**src/rtl/tqvp_bus_pkg.sv**
```systemverilog
// Shared types for the TinyQV peripheral bus master: size codes, FSM states and read-data masking.
package tqvp_bus_pkg;

   localparam logic [1:0] SIZE_BYTE = 2'b00;
   localparam logic [1:0] SIZE_HALF = 2'b01;
   localparam logic [1:0] SIZE_WORD = 2'b10;
   localparam logic [1:0] SIZE_NONE = 2'b11;

   typedef enum logic [1:0] {
      IDLE      = 2'd0,
      WRITE     = 2'd1,
      READ_WAIT = 2'd2,
      RESP      = 2'd3
   } bus_state_e;

   // Zero-extends the addressed lanes of a peripheral read; an illegal size yields 0.
   function automatic logic [31:0] size_mask(input logic [1:0] size, input logic [31:0] data);
      case (size)
         SIZE_BYTE: return {24'h0, data[7:0]};
         SIZE_HALF: return {16'h0, data[15:0]};
         SIZE_WORD: return data;
         default:   return 32'h0;
      endcase
   endfunction

endpackage

```
**src/rtl/tqvp_bus_timer.sv**
```systemverilog
// Read-wait counter for the bus master; only built when TQVP_BUS_TIMEOUT_EN is defined.
module tqvp_bus_timer #(
   parameter int TIMEOUT_CYCLES = 16
) (
   input  logic clk,
   input  logic rst,
   input  logic clear,
   input  logic enable,
   output logic expire
);

   localparam logic [7:0] LAST_COUNT = 8'(TIMEOUT_CYCLES - 1);

   logic [7:0] count_q;
   logic [7:0] count_d;

   always_comb begin
      count_d = count_q;
      if (clear) begin
         count_d = 8'h0;
      end else if (enable) begin
         count_d = count_q + 8'h1;
      end
   end

   // Expire fires during the wait cycle that brings the count up to TIMEOUT_CYCLES.
   assign expire = enable && (count_q == LAST_COUNT);

   always_ff @(posedge clk or posedge rst) begin
      if (rst) begin
         count_q <= 8'h0;
      end else begin
         count_q <= count_d;
      end
   end

endmodule

```
**src/rtl/tqvp_bus_master.sv**
```systemverilog
// Single-command initiator for the TinyQV peripheral bus; define TQVP_BUS_TIMEOUT_EN to abort stalled reads.
module tqvp_bus_master
   import tqvp_bus_pkg::*;
#(
   parameter int TIMEOUT_CYCLES = 16
) (
   input  logic        clk,
   input  logic        rst,
   input  logic        cmd_valid,
   output logic        cmd_ready,
   input  logic        cmd_write,
   input  logic [1:0]  cmd_size,
   input  logic [5:0]  cmd_addr,
   input  logic [31:0] cmd_wdata,
   output logic        rsp_valid,
   input  logic        rsp_ready,
   output logic [31:0] rsp_rdata,
   output logic        rsp_err,
   output logic [5:0]  address,
   output logic [31:0] data_in,
   output logic [1:0]  data_write_n,
   output logic [1:0]  data_read_n,
   input  logic [31:0] data_out,
   input  logic        data_ready
);

   if (TIMEOUT_CYCLES < 1 || TIMEOUT_CYCLES > 255) begin : g_bad_timeout
      $error("tqvp_bus_master: TIMEOUT_CYCLES must be in 1..255");
   end

   bus_state_e  state_q, state_d;
   logic [1:0]  size_q, size_d;
   logic [5:0]  address_q, address_d;
   logic [31:0] data_in_q, data_in_d;
   logic [1:0]  write_n_q, write_n_d;
   logic [1:0]  read_n_q, read_n_d;
   logic [31:0] rsp_rdata_q, rsp_rdata_d;
   logic        rsp_err_q, rsp_err_d;
   logic        timer_clear;
   logic        timeout_c;

`ifdef TQVP_BUS_TIMEOUT_EN
   tqvp_bus_timer #(
      .TIMEOUT_CYCLES(TIMEOUT_CYCLES)
   ) u_timer (
      .clk    (clk),
      .rst    (rst),
      .clear  (timer_clear),
      .enable ((state_q == READ_WAIT) && !data_ready),
      .expire (timeout_c)
   );
`else
   assign timeout_c = 1'b0;
`endif

   // NOTE: every signal gets a default before the case so no path leaves one unassigned (no latches).
   always_comb begin
      state_d     = state_q;
      size_d      = size_q;
      address_d   = address_q;
      data_in_d   = data_in_q;
      write_n_d   = SIZE_NONE;
      read_n_d    = SIZE_NONE;
      rsp_rdata_d = rsp_rdata_q;
      rsp_err_d   = rsp_err_q;
      timer_clear = 1'b0;

      case (state_q)
         IDLE: begin
            if (cmd_valid) begin
               address_d = cmd_addr;
               data_in_d = cmd_wdata;
               size_d    = cmd_size;
               if (cmd_size == SIZE_NONE) begin
                  state_d     = RESP;
                  rsp_err_d   = 1'b1;
                  rsp_rdata_d = 32'h0;
               end else if (cmd_write) begin
                  state_d   = WRITE;
                  write_n_d = cmd_size;
               end else begin
                  state_d     = READ_WAIT;
                  read_n_d    = cmd_size;
                  timer_clear = 1'b1;
               end
            end
         end
         WRITE: begin
            state_d     = RESP;
            rsp_err_d   = 1'b0;
            rsp_rdata_d = 32'h0;
         end
         READ_WAIT: begin
            // data_ready takes priority over a timeout landing on the same cycle.
            if (data_ready) begin
               state_d     = RESP;
               rsp_err_d   = 1'b0;
               rsp_rdata_d = size_mask(size_q, data_out);
            end else if (timeout_c) begin
               state_d     = RESP;
               rsp_err_d   = 1'b1;
               rsp_rdata_d = 32'h0;
            end else begin
               read_n_d = size_q;
            end
         end
         RESP: begin
            if (rsp_ready) begin
               state_d = IDLE;
            end
         end
      endcase
   end

   // NOTE: sequential state uses non-blocking assignments so all flops update from pre-edge values.
   always_ff @(posedge clk or posedge rst) begin
      if (rst) begin
         state_q     <= IDLE;
         size_q      <= SIZE_NONE;
         address_q   <= 6'h0;
         data_in_q   <= 32'h0;
         write_n_q   <= SIZE_NONE;
         read_n_q    <= SIZE_NONE;
         rsp_rdata_q <= 32'h0;
         rsp_err_q   <= 1'b0;
      end else begin
         state_q     <= state_d;
         size_q      <= size_d;
         address_q   <= address_d;
         data_in_q   <= data_in_d;
         write_n_q   <= write_n_d;
         read_n_q    <= read_n_d;
         rsp_rdata_q <= rsp_rdata_d;
         rsp_err_q   <= rsp_err_d;
      end
   end

   assign cmd_ready    = (state_q == IDLE) && !rst;
   assign rsp_valid    = (state_q == RESP);
   assign rsp_rdata    = rsp_rdata_q;
   assign rsp_err      = rsp_err_q;
   assign address      = address_q;
   assign data_in      = data_in_q;
   assign data_write_n = write_n_q;
   assign data_read_n  = read_n_q;

endmodule
```
**config.mk**
```make
export PLATFORM = sky130hd
export DESIGN_NAME = tqvp_bus_master
export DESIGN_NICKNAME = d
export VERILOG_FILES = /design/src/rtl/tqvp_bus_pkg.sv /design/src/rtl/tqvp_bus_timer.sv /design/src/rtl/tqvp_bus_master.sv
export SDC_FILE = /design/constraint.sdc
export NUM_CORES = 1
export LEC_CHECK = 0
export CAP_MARGIN = 25
export CORE_MARGIN = 3
export CORE_UTILIZATION = 41
export CTS_CLUSTER_SIZE = 8
export DETAILED_ROUTE_END_ITERATION = 6
export PLACE_DENSITY = 0.83
export RECOVER_POWER = 100
export SETUP_SLACK_MARGIN = 0.1
export SYNTH_ARGS = -nofsm -noshare
export SYNTH_HDL_FRONTEND = slang
export SYNTH_SLANG_ARGS = --single-unit
```
**constraint.sdc**
```tcl
create_clock -name clk -period 3.6 [get_ports clk]
set_clock_uncertainty 0.05 [all_clocks]
set_input_delay 0.72 -clock clk [delete_from_list [all_inputs] [get_ports clk]]
set_output_delay 0.72 -clock clk [all_outputs]
set_load 0.1 [all_outputs]
```
Word-level counts from Yosys, hierarchy flattened:

Index checks and enable logic that the tools add are counted.

* memory bits (writable): 0
* bits in read-only memories: 0
* flip-flop bits (word level): 79
* bits in latches: 0
* memories: 0

* $lt $le $gt $ge: 0
* bitwise operators: 0
* equal/unequal tests: 10
* mux-type cells: 24
* add/subtract/negate cells: 0
* shift-type cells: 0
* multiply operators: 0
* reduce and logical (&&, ||, !) cells: 8
* div/mod/pow operators: 0

Operators with widths (number)
* one-hot mux 32 bit (3 select lines): 2
* 2-to-1 mux 32 bit: 3
* 2-to-1 mux 2 bit: 13
* == test 2 bit (second input constant): 4
* one-hot mux 2 bit (4 select lines): 1
* != test 2 bit (second input constant): 3
* == test 2 x 1 -> 1 bit (second input constant): 2
* zero test 2 bit: 2
* one-hot mux 2 bit (2 select lines): 1
* AND reduction 4 bit: 1
* 2-to-1 mux 1 bit: 3
* one-hot mux 1 bit (3 select lines): 1
* AND reduction 3 bit: 1
* nonzero test 3 bit: 1
* != test 2 x 1 -> 1 bit (second input constant): 1
* AND reduction 2 bit: 1
* logical AND 1 bit: 1
* zero test 1 bit: 1

Logic depth before layout (Yosys ltp):

* depth after elaboration: 4
* mapped depth: 7

Least setup slack after synthesis:

OpenSTA, ideal clock, no wires.

* path kind: reg2out
* start point: register state_q[0]
* end point: output cmd_ready
* stages on the path, launching flop included: 5
* path slack: 0.670 ns
* arrival: 2.160 ns
* buffers on the path: 1
* path through: dfrtp_1 -> inv_1 -> ha_1 -> buf_2 -> nor2b_1

* cells in the longest elaborated chain, start to end: 2

Ends and longest elaborated chain
* from (decl): line tqvp_bus_master.sv:31 `bus_state_e state_q, state_d;`
* from (signal assigned): line tqvp_bus_master.sv:127 `state_q <= state_d;`
* zero test 2 bit: line tqvp_bus_master.sv:138 `assign cmd_ready = (state_q == IDLE) && !rst;`
* logical AND 1 bit: line tqvp_bus_master.sv:138
* to (decl): line tqvp_bus_master.sv:10 `output logic cmd_ready,`

Every way passes these cells.

Worst setup path in the final report:

* start point: input cmd_size[1]
* end point: register rsp_rdata_q[13], in the netlist rsp_rdata[13]

* cells in the longest elaborated chain, start to end: 3

Ends and longest elaborated chain
* from (decl): line tqvp_bus_master.sv:12 `input logic [1:0] cmd_size,`
* == test 2 bit: line tqvp_bus_master.sv:74 `if (cmd_size == SIZE_NONE) begin`
* != test 2 bit (no source line)
* AND reduction 4 bit (no source line)
* to (signal assigned): line tqvp_bus_master.sv:133 `rsp_rdata_q <= rsp_rdata_d;`
* to (decl): line tqvp_bus_master.sv:37 `logic [31:0] rsp_rdata_q, rsp_rdata_d;`

Every way passes these cells.
A chain may end at the register's enable or synchronous reset.

==> impl_metrics.tcl <==
set metrics [dict create \
    max_freq_mhz 352.9 \
    slew_violations 83 \
    drcViolationCount 0 \
    initial_core_util_pct 42.60 \
    port_buffers 154 \
    numCtsBuffers 9 \
    synth_edf_count 0 \
    finalNonFillerCells 520 \
    coreArea_um2 7807 \
    grt_pass1_vias 2575 \
    cts.sinks 79 \
    synthToLayoutAreaGrowth_pct 54.36 \
    synth_top_area_cell "dfrtp_1" \
    finalHoldViolations 0 \
    hp-class "flop to flop" \
    dp_hpwl_um 6110 \
    finalWirelength_um 8055 \
    dr.pass1.iters 4 \
    die_width_um 96.07 \
    die-height_um 96.07 \
    path_delay_family "buffers and inverters" \
    grt_first_pass_wirelength_um 12540 \
    cts-root-buf "clkbuf_8" \
    crit_fanout 19 \
    fin_nets 496 \
    place_congestion 0.7381 \
    viasPerCell 4.846 \
    antenna_found_initial 0 \
    cp.arrival_ns 3.01 \
    ctsHoldBuffers 0 \
    setup_slack_ns 0.7661 \
    synth_warnings 0 \
    detail_route.iter0.violations 66 \
    violations "capacitance limit, slew limit" \
    worstReg2RegStart "state_q[0]$_DFFE_PP0P_" \
    slew_headroom_pct -23.02 \
    ctsResizeCount 0 \
    rsz0062_at_grt "false" \
    whs_endpoint "rsp_rdata[10]$_DFFE_PP0P_" \
    worstHoldStart "rsp_rdata[10]$_DFFE_PP0P_" \
    ys_seq_area_share_pct 59.67 \
    rrSetupSlack_ns 0.77 \
    finalCritPeriodShare_pct 78.72 \
    endpoint_kind "flop" \
    whs_path_depth 1 \
    slowest_delay_ns 0.64 \
    placed_cells 504 \
    fin_setup_tns_ns 0 \
    status "finished with violations" \
    rows 32 \
    finalSetupViolations 0 \
    reg2reg_to "rsp_rdata[13]$_DFFE_PP0P_" \
    worst_slew_pin_slew_ns 1.835 \
    setup.worst_path.start_class "input pin" \
    synth_flop_cell "dfrtp_1" \
    synth_area_leaders "dfrtp_1 (55%), mux2_2 (15%), mux2i_1 (5.1%)" \
    synth_top_area_share_pct 54.93 \
    drv_cap 2 \
    insertedDiodeCount 0 \
    syn_area_um2 3326 \
    reg2regPathDepth 6 \
    grtUsageTotal_pct 17.79 \
    grt_max_degree 43 \
    required_ns 3.78 \
    drive_above_1_share_pct 16.75 \
    worst-path-buf-inv 2 \
    ys_async_sr_fraction_pct 100.0 \
    clkLatencyLatePin_ns 0.34 \
    clk_pin_slew_ns 0.08 \
    critPathKind "input pin to flop" \
    route.vias.total 2520 \
    slowest_stage "a2111oi_0" \
    cts_tree "yes" \
    pre_cts_ws_ns 0.8740 \
    ys_ff_latch 79 \
    finalCriticalPeriod_ns 2.834 \
    cts_setup_buffers 0 \
    io_pins 155 \
    synthesis.instances 256 \
    avgRoutedWirePerCell_um 15.49 \
    syn_nets 339 \
    antenna_left 0 \
    path_cells "clkdlybuf4s50_1, nand2_1, a2111oi_0, clkbuf_2, mux2_2" \
    overflow 0 \
    htreeDepth 3 \
    syn_area_per_cell_um2 12.99 \
    dieArea_um2 9228 \
    clockBufferDepth 2 \
    yosysUniqueCellTypes 28 \
]
## cells in the mapped netlist (5+ instances only)
master   count
and3_1       8
dfrtp_1     73
dfstp_2      6
ha_1         5
inv_1       29
mux2_1       5
mux2_2      45
mux2i_1     17
nand2_1     27
o32ai_1      8
## flip-flops by register name (all words and copies together), names as in the netlist
register,flops
data_in,32
data_write_n,2
state_q,2
rsp_rdata,32
data_read_n,2
address,6
rsp_err,1
size_q,2
## final cells by class
class	instances	area, µm²
clock buffers	11	141.4
well taps	102	127.6
clock inverters	5	81.33
flip-flops and latches	79	1984
multi-input cells	137	1159
inverters	29	110.1
fillers	633	2674
repair buffers	157	1530
## layout by cell type, fill, tap and decap left out
cell / synthesis / layout
clkdlybuf4s50_1: 0 / 76
dfrtp_1: 73 / 73
dlygate4sd3_1: 0 / 71
mux2_2: 45 / 45
inv_1: 29 / 28
nand2_1: 27 / 27
mux2i_1: 17 / 17
clkbuf_8: 0 / 10
o32ai_1: 8 / 8
and3_1: 8 / 8
clkbuf_1: 4 / 8
dfstp_2: 6 / 6
mux2_1: 5 / 5
ha_1: 5 / 5
nor2b_1: 4 / 4
o21ai_0: 4 / 4
a31oi_1: 2 / 2
o211ai_1: 2 / 2
or3_1: 2 / 2
bufinv_16: 0 / 2
nor2_1: 1 / 1
nor3_1: 1 / 1
a21o_1: 1 / 1
nand3b_1: 1 / 1
a2111oi_0: 0 / 1
xor2_1: 1 / 1
and3b_1: 1 / 1
nand2b_1: 1 / 1
clkinvlp_2: 0 / 1
clkinv_2: 0 / 1
clkinvlp_4: 0 / 1
clkinv_4: 0 / 1
buf_4: 1 / 1
clkbuf_2: 0 / 1
buf_12: 0 / 1
## worst reg2reg max path: stages (launching register included)
cell and delay [ns]:
dfrtp_1 0.40, inv_1 0.09, ha_1 0.36, nor2b_1 0.23, a2111oi_0 0.59, clkbuf_2 0.59
mux2_2 0.40
## worst max-delay path by stage
stage                                          from                   endpoint  slack, ns  depth (start not counted)
after global routing         state_q[0]$_DFFE_PP0P_  rsp_rdata[15]$_DFFE_PP0P_       0.48                          6
after global placement                  cmd_size[0]  rsp_rdata[14]$_DFFE_PP0P_       0.94                          5
after floorplan              state_q[0]$_DFFE_PP0P_                  cmd_ready       0.67                          4
after detailed placement                cmd_size[1]  rsp_rdata[13]$_DFFE_PP0P_       0.87                          5
after CTS                 rsp_rdata[19]$_DFFE_PP0P_              rsp_rdata[19]       0.93                          1
final                                   cmd_size[1]  rsp_rdata[13]$_DFFE_PP0P_       0.77                          5
## cells by family (layout without fill, tap and decap cells)
kind of cell    count (synthesis)  in the layout  synth area share [%]
compound gates                 18             18                 4.590
xor+xnor                        1              1                0.2634
fa+ha+maj                       5              5                 1.881
buf+inv                        40            202                 4.928
flops                          79             79                 59.67
mux                            67             67                 22.05
simple gates                   46             46                 6.621
## through the flow
stage | area (µm²) | hold slack [ns] | util, %
global route | 5134 | 0.4608 | 65.75
floorplan | 3326 | 0.4888 | -
detailed placement | 4961 | 0.4282 | 63.54
finish | 5134 | 0.4350 | 65.75
CTS | 5184 | 0.4463 | 66.39
global placement | 4961 | 0.4181 | 63.54
## per-layer routing
layer  vias up  track usage [%]  wire length [µm]
li1       1182                -                 -
met1      1225            21.53              3129
met2       103            29.38              4031
met3        10            5.629               784
met4         0            7.109               110
met5         -                0                 0
Power is not shown: default switching activity piles up to over one toggle a cycle in this logic, so the estimate is an artifact.
